`src/rtl/multi_seven_seg_scan.sv`:
```
// Time-multiplexed common-anode seven-segment scanner with strobe-loaded shadow registers.
// Optional brightness PWM is built only when BRIGHTNESS_PWM_EN is defined.
module multi_seven_seg_scan #(
  parameter int NUM_DIGITS = 4,
  parameter int DIV_COUNT  = 100000
) (
  input  logic                      clk,
  input  logic                      rst_n,
  input  logic [4*NUM_DIGITS-1:0]   digits,
  input  logic [NUM_DIGITS-1:0]     dots,
  input  logic [NUM_DIGITS-1:0]     blank,
  input  logic                      load,
  input  logic [3:0]                brightness,
  output logic [NUM_DIGITS-1:0]     an,
  output logic [6:0]                seg,
  output logic                      dp,
  output logic                      frame_done
);

  localparam int PW = $clog2(DIV_COUNT);
  localparam int IW = $clog2(NUM_DIGITS);
  localparam int OW = PW + 1;

  logic [PW-1:0]           pcnt_q, pcnt_d;
  logic [IW-1:0]           idx_q, idx_d, idx_nxt;
  logic [4*NUM_DIGITS-1:0] dig_sh_q, dig_sh_d;
  logic [NUM_DIGITS-1:0]   dot_sh_q, dot_sh_d;
  logic [NUM_DIGITS-1:0]   blk_sh_q, blk_sh_d;
  logic [6:0]              seg_q, seg_d;
  logic                    dp_q, dp_d;
  logic                    slot_blk_q, slot_blk_d;
  logic                    frame_q, frame_d;
  logic                    wrap;
  logic                    an_lit;

  function automatic logic [6:0] hex7(input logic [3:0] v);
    case (v)
      4'h0: hex7 = 7'h7E;  4'h1: hex7 = 7'h30;  4'h2: hex7 = 7'h6D;  4'h3: hex7 = 7'h79;
      4'h4: hex7 = 7'h33;  4'h5: hex7 = 7'h5B;  4'h6: hex7 = 7'h5F;  4'h7: hex7 = 7'h70;
      4'h8: hex7 = 7'h7F;  4'h9: hex7 = 7'h7B;  4'hA: hex7 = 7'h77;  4'hB: hex7 = 7'h1F;
      4'hC: hex7 = 7'h4E;  4'hD: hex7 = 7'h3D;  4'hE: hex7 = 7'h4F;  default: hex7 = 7'h47;
    endcase
  endfunction

  always_comb begin
    wrap       = (pcnt_q == PW'(DIV_COUNT - 1));
    pcnt_d     = wrap ? '0 : pcnt_q + 1'b1;
    idx_nxt    = (idx_q == IW'(NUM_DIGITS - 1)) ? '0 : idx_q + 1'b1;
    idx_d      = wrap ? idx_nxt : idx_q;
    dig_sh_d   = load ? digits : dig_sh_q;
    dot_sh_d   = load ? dots   : dot_sh_q;
    blk_sh_d   = load ? blank  : blk_sh_q;
    seg_d      = seg_q;
    dp_d       = dp_q;
    slot_blk_d = slot_blk_q;
    frame_d    = 1'b0;
    // Slot contents are latched from the pre-edge shadow, so a load on this edge lands one visit later.
    if (wrap) begin
      slot_blk_d = blk_sh_q[idx_nxt];
      frame_d    = (idx_nxt == '0);
      if (blk_sh_q[idx_nxt]) begin
        seg_d = 7'h7F;
        dp_d  = 1'b1;
      end else begin
        seg_d = ~hex7(dig_sh_q[{idx_nxt, 2'b00} +: 4]);
        dp_d  = ~dot_sh_q[idx_nxt];
      end
    end
  end

`ifdef BRIGHTNESS_PWM_EN
  logic [OW-1:0] on_q, on_d;
  logic [31:0]   on_full;

  always_comb begin
    on_full = ((32'(brightness) + 32'd1) * 32'(DIV_COUNT)) >> 4;
    on_d    = on_q;
    if (wrap) on_d = (on_full == 32'd0) ? OW'(1) : OW'(on_full);
  end

  always_ff @(posedge clk or negedge rst_n) begin
    if (!rst_n) on_q <= OW'(DIV_COUNT);
    else        on_q <= on_d;
  end

  assign an_lit = (pcnt_q != '0) && ({1'b0, pcnt_q} < on_q) && !slot_blk_q;
`else
  logic unused_brightness;
  assign unused_brightness = ^brightness;
  assign an_lit = (pcnt_q != '0) && !slot_blk_q;
`endif

  // Cycle 0 of each slot keeps every anode off so the previous digit cannot ghost.
  always_comb begin
    an = '1;
    if (an_lit) an[idx_q] = 1'b0;
  end

  always_ff @(posedge clk or negedge rst_n) begin
    if (!rst_n) begin
      pcnt_q     <= '0;
      idx_q      <= '0;
      dig_sh_q   <= '0;
      dot_sh_q   <= '0;
      blk_sh_q   <= '1;
      seg_q      <= 7'h7F;
      dp_q       <= 1'b1;
      slot_blk_q <= 1'b1;
      frame_q    <= 1'b0;
    end else begin
      pcnt_q     <= pcnt_d;
      idx_q      <= idx_d;
      dig_sh_q   <= dig_sh_d;
      dot_sh_q   <= dot_sh_d;
      blk_sh_q   <= blk_sh_d;
      seg_q      <= seg_d;
      dp_q       <= dp_d;
      slot_blk_q <= slot_blk_d;
      frame_q    <= frame_d;
    end
  end

  assign seg        = seg_q;
  assign dp         = dp_q;
  assign frame_done = frame_q;

endmodule

```
`config.mk`:
```
export PLATFORM = sky130hd
export DESIGN_NAME = multi_seven_seg_scan
export DESIGN_NICKNAME = d
export VERILOG_FILES = /design/src/rtl/multi_seven_seg_scan.sv
export SDC_FILE = /design/constraint.sdc
export NUM_CORES = 1
export LEC_CHECK = 0
export BUFFER_PORTS_ARGS = -buffer_cell sky130_fd_sc_hd__buf_2
export CAP_MARGIN = 0
export CORE_MARGIN = 2
export CORE_UTILIZATION = 50
export CTS_CLUSTER_SIZE = 20
export DETAILED_ROUTE_END_ITERATION = 8
export PLACE_DENSITY = 0.7
export SLEW_MARGIN = 20
export SYNTH_ARGS = -nofsm -noshare
export SYNTH_HDL_FRONTEND = slang
export SYNTH_SLANG_ARGS = --single-unit
```
`constraint.sdc`:
```
create_clock -name clk -period 3.6 [get_ports clk]
set_input_delay 0.36 -clock clk [delete_from_list [all_inputs] [get_ports clk]]
set_output_delay 0.36 -clock clk [all_outputs]
set_load 0.01 [all_outputs]
```
## After elaboration in Yosys (flattened, before gate mapping)

Memory sizes are Yosys's and may differ from the RTL's.
Index checks and enable logic that the tools add are counted.

| word-level totals | value |
|---|---|
| bits in registers | 53 |
| bits in read-only memories | 112 |
| word-level logic and storage cells | 40 |
| memories kept | 1 |

| cells by class | value |
|---|---|
| add/sub/neg operators | 2 |
| magnitude comparators | 3 |
| eq/ne operators | 2 |
| shifts and indexed selects | 1 |
| muxes and demuxes | 14 |
| bitwise logic cells | 3 |
| reductions and logical operators | 5 |

Memories:

| memory | depth | bits a word | read ports | clocked after Yosys merged registers in | wr ports | RTL line | source |
|---|---|---|---|---|---|---|---|
| (name not given) | 16 | 7 | 1 | 0 | 0 | 37 | `case (v)` |

Operators by type and width:

| operator | number |
|---|---|
| $mux W7 | 3 |
| $add A17 B1 Y17 const B | 1 |
| $eq A17 B17 Y1 const B | 1 |
| $mux W17 | 1 |
| $reduce_bool A17 Y1 | 1 |
| $shiftx A16 B5 Y4 | 1 |
| $not A7 Y7 | 1 |
| $lt A2 B3 Y1 const B | 2 |
| $mux W1 | 5 |
| $bmux W1 S2 | 2 |
| $mux W4 | 1 |
| $not A4 Y4 | 1 |
| $add A2 B1 Y2 const B | 1 |
| $demux W1 S2 | 1 |
| $eq A2 B2 Y1 const B | 1 |
| $ge A2 B1 Y1 const B | 1 |
| $logic_and A1 B1 Y1 | 2 |
| $logic_not A2 Y1 | 1 |
| $mux W2 | 1 |
| $logic_not A1 Y1 | 1 |
| $not A1 Y1 | 1 |

## Depth between registers and ports, before layout

| logic depth | value |
|---|---|
| depth after elaboration | 8 |
| mapped depth | 10 |
| gate-level depth less buffers | 9 |

## Worst setup path after synthesis

Ideal clock, no wire load.

| timing | value |
|---|---|
| kind | flip-flop to flip-flop |
| start | register idx_q[0] |
| end | register seg_q[5] (netlist: seg[5]) |
| library setup time | 0.077 ns |
| arrival | 2.460 ns |
| setup slack | 1.063 ns |
| cell stages (with the launch flop) | 9 |
| buffers on the path | 1 |
| period minus slack after synthesis | 2.537 ns |
| cell sequence | dfrtp_1 > inv_1 > ha_1 > clkbuf_8 > mux4_1 > inv_1 > ha_1 > or3b_1 > a31oi_1 |

| on the way | value |
|---|---|
| word-level cells in the longest chain between the ends | 8 |
| elaborated cells between the ends (all ways) | 11 |
| those cells by class | add/sub (1); eq/ne (1); shift (1); mux (6); bitwise (1); memory (1) |

RTL lines:

| element | RTL line | source |
|---|---|---|
| start: declaration | 25 | `logic [IW-1:0] idx_q, idx_d, idx_nxt;` |
| start signal: assignment | 112 | `idx_q <= idx_d;` |
| $add A2 B1 Y2 / $eq A2 B2 Y1 (equally long branches) | 48 | `idx_nxt = (idx_q == IW'(NUM_DIGITS - 1)) ? '0 : idx_q + 1'b1;` |
| $mux W2 * | 48 |  |
| net idx_nxt[1] | 25 |  |
| $shiftx A16 B5 Y4 | 65 | `seg_d = ~hex7(dig_sh_q[{idx_nxt, 2'b00} +: 4]);` |
| $mem_v2 Z16 W7 | n/a |  |
| $mux W7 | 61 | `if (blk_sh_q[idx_nxt]) begin` |
| $mux W7 | 58 | `if (wrap) begin` |
| $not A7 Y7 | 65 |  |
| $mux W7 * | 61 |  |
| end signal: assignment | 116 | `seg_q <= seg_d;` |
| end: declaration | 29 | `logic [6:0] seg_q, seg_d;` |

Mark *: on every way through the listed nets, which the timed path passes. The rest lies on a longest branch. The select of a mux whose other input is x is not followed.
A chain may end at the register's enable or synchronous reset.

## Final worst setup path

Same ends and word-level chain as after synthesis.

==> key figures <==
Finish
  – Fin cells: 330
  – Final #Nets: between 300 and 400
  – Register Area: roughly 1300 um^2
  – Antenna fix cells: 0
  – Share of post-route cells with drive strength above 1: 0.373
  – Fillers: 431
  – Finished Cell Area: roughly 3000 um^2
  – Area occupied by multi-input gates: about 1300 um^2
  – Area Overhead vs Synth: 12.0%
  – Final core utilization: 0.587

STA
  – Final worst slack: 800 ps
  – WHS: ~130 ps
  – Setup violations, final: 0
  – Final worst path period share: 0.778
  – Setup TNS: 0 ps
  – Max-slew headroom: 0.484
  – RSZ-0062 raised after global routing: no
  – Final slew viol count: 0
  – Worst-margin pin slew: 774 ps
  – Post-layout min period: ~2800 ps
  – Post-Route Skew: slightly below 5 ps
  – Final hold vios: 0
  – Max frequency: about 360 MHz

Synth
  – Most instantiated cells after synthesis: 40 x dfrtp_1, 26 x mux2_2, 18 x nand2_1
  – Synth top area cells: dfrtp_1 37%, dfstp_2 13%, mux2_2 11%, ha_1 6.0%, mux4_1 3.9%
  – Yosys warning total: 0
  – Synth area leader: dfrtp_1
  – FF+latch count, synth: between 50 and 60
  – Top-count cell post-synth: dfrtp_1
  – Synth Instances: 219
  – Synth Flop Type: dfrtp_1
  – Area of the mapped netlist: 2710 um^2
  – Async set or reset register ratio after synthesis: 1.00
  – Syn nets: ~260
  – Post-synth EDFFs: 0
  – Post-synthesis area per instance: ~12 um^2
  – Register area share after synthesis: 0.495
  – Netlist cell types: 44
  – Area share of the largest cell type after synthesis: 0.369

Clocking
  – Number of gates resized after cts: 0
  – CTS sink cnt: 53
  – Reg clk slew, reported paths: ~100 ps
  – Post-CTS Repair Setup Buffers: 0
  – TritonCTS buffer count: 5
  – Root buf cell: clkbuf_8
  – CTS Hold Bufs: 0
  – TritonCTS clock tree: built
  – Longest Clk Path Bufs: 2
  – H-Tree Level Count: 2
  – Clk_lat worst skew: 300 ps

Worst setup path
  – Worst r2r src: idx_q[0]
  – WP data arrival: about 3000 ps
  – CP Capture Type: flop
  – Crit path from: idx_q[0]
  – CP Class: reg2reg
  – Worst EP required: between 3000 and 4000 ps
  – Worst R2R Path Depth: 7
  – CP Max Fanout: 7
  – CP Launch Type: flop
  – R2R Path End: seg[5]
  – Flop-to-flop setup slack: around 800 ps
  – Crit path capture: seg[5]

Global route
  – Initial antenna violation count: 0
  – GR Util All Layers: 0.167
  – Vias in the first global route: ~1,800
  – First-pass GRT wire length: between 7 and 8 mm
  – Gr ovfl total: 0
  – Largest net degree at the start of global routing: 37

Drt
  – Detailed Route Iter0 Violations: between 40 and 50
  – Via/cell ratio: approximately 5.3
  – Final ANT Viol Nets: 0
  – Routed wire length: 4.43 mm
  – DRC viols: 0
  – Via count: 1,739
  – WL/cell: about 13 um
  – Pre-antenna DRT Iters: 4

Power and ir drop
  – VDD IR max: between 0.2 and 0.25 mV
  – PD cells: around 360 nW/um^2
  – Overall Power: about 1.1 mW
  – Leakage: ~1.4 nW

Floorplan
  – Initial Util: 0.524
  – I/O pin count: 44
  – Core Region: a little over 5000 um^2
  – Die width: 77.6 um
  – Die H: between 70 and 80 um
  – # rows: 26
  – Die ar.: roughly 6000 um^2

Placement
  – GP Congestion: roughly 0.74
  – Cell Area, Placed: roughly 2900 um^2
  – Placed insts: between 300 and 400
  – Post-DP HPWL: 3.31 mm
  – Dpl ws: between 700 and 800 ps
  – PortBufs: 39

Run
  – Max-cap violations: 0

Status
  – Outcome: complete, no violations

Hold path
  – Hold Crit Class: in2async
per-layer routing:
layer	vias up	routed length, um	GRT usage
met5	-	0	0
met4	0	53	0.0607
met3	5	202	0.0442
met2	37	2120	0.275
met1	846	2050	0.212
li1	851	-	-
final cells by class:
cell class / count / area share
well taps: 70 / 0.0289
clock inverters: 3 / 0.00701
multi-input cells: 149 / 0.419
inverters: 9 / 0.0111
flip-flops and latches: 53 / 0.442
repair buffers: 41 / 0.0693
clock buffers: 5 / 0.0227
placed cells by master, fill, tap and decap left out, types with 2 or more instances in the layout:
cell,instances
a21oi_1,5
o22a_1,2
inv_1,9
mux2i_1,4
nor2_1,16
nor3_1,3
xor2_1,5
a31oi_1,4
and3_1,2
clkbuf_8,5
mux2_2,26
o21ai_0,2
o21ai_1,4
nand2_1,18
mux4_2,2
dfrtp_1,40
dfstp_2,13
buf_4,2
nand3_1,8
ha_1,13
nor2b_1,2
nor4_1,2
buf_2,39
mux4_1,4
xnor2_1,8
nand4_1,2
worst max-delay path: stages, from the launching register on:
cell and delay [ps]:
dfrtp_1 470, inv_1 120, ha_1 480, mux4_1 710, inv_1 160, ha_1 250, or3b_1 370, a31oi_1 160
registers in the layout, summed over array words and instances, names as in the netlist:
signal	flops
blk_sh_q	4
dig_sh_q	16
dot_sh_q	4
dp	1
frame_done	1
idx_q	2
pcnt_q	17
seg	7
slot_blk_q	1
report_power, final:
group	internal [mW]	leakage, nW	switching (mW)
Combinational	0.0663	0.709	0.0595
Clock	0.138	0.0445	0.197
Sequential	0.626	0.634	0.0120
how the worst min path moves through the flow:
stage / from / end / slack (ps)
floorplan: rst_n / dig_sh_q[0] / 60
global placement: dig_sh_q[9] / dig_sh_q[9] / 480
detailed placement: rst_n / dig_sh_q[2] / 480
CTS: rst_n / dig_sh_q[2] / 140
global route: rst_n / dig_sh_q[13] / 180
finish: rst_n / dig_sh_q[10] / 130
cell families (layout without fill, tap and decap cells):
logic type,Yosys count,in the layout,synth area share
compound gates,22,22,0.0577
xor+xnor,13,13,0.0420
fa+ha+maj,13,13,0.0600
buf+inv,17,58,0.0360
flops,53,53,0.495
mux,38,38,0.188
simple gates,63,63,0.121
Note: power is estimated with default switching activity, not from simulation.
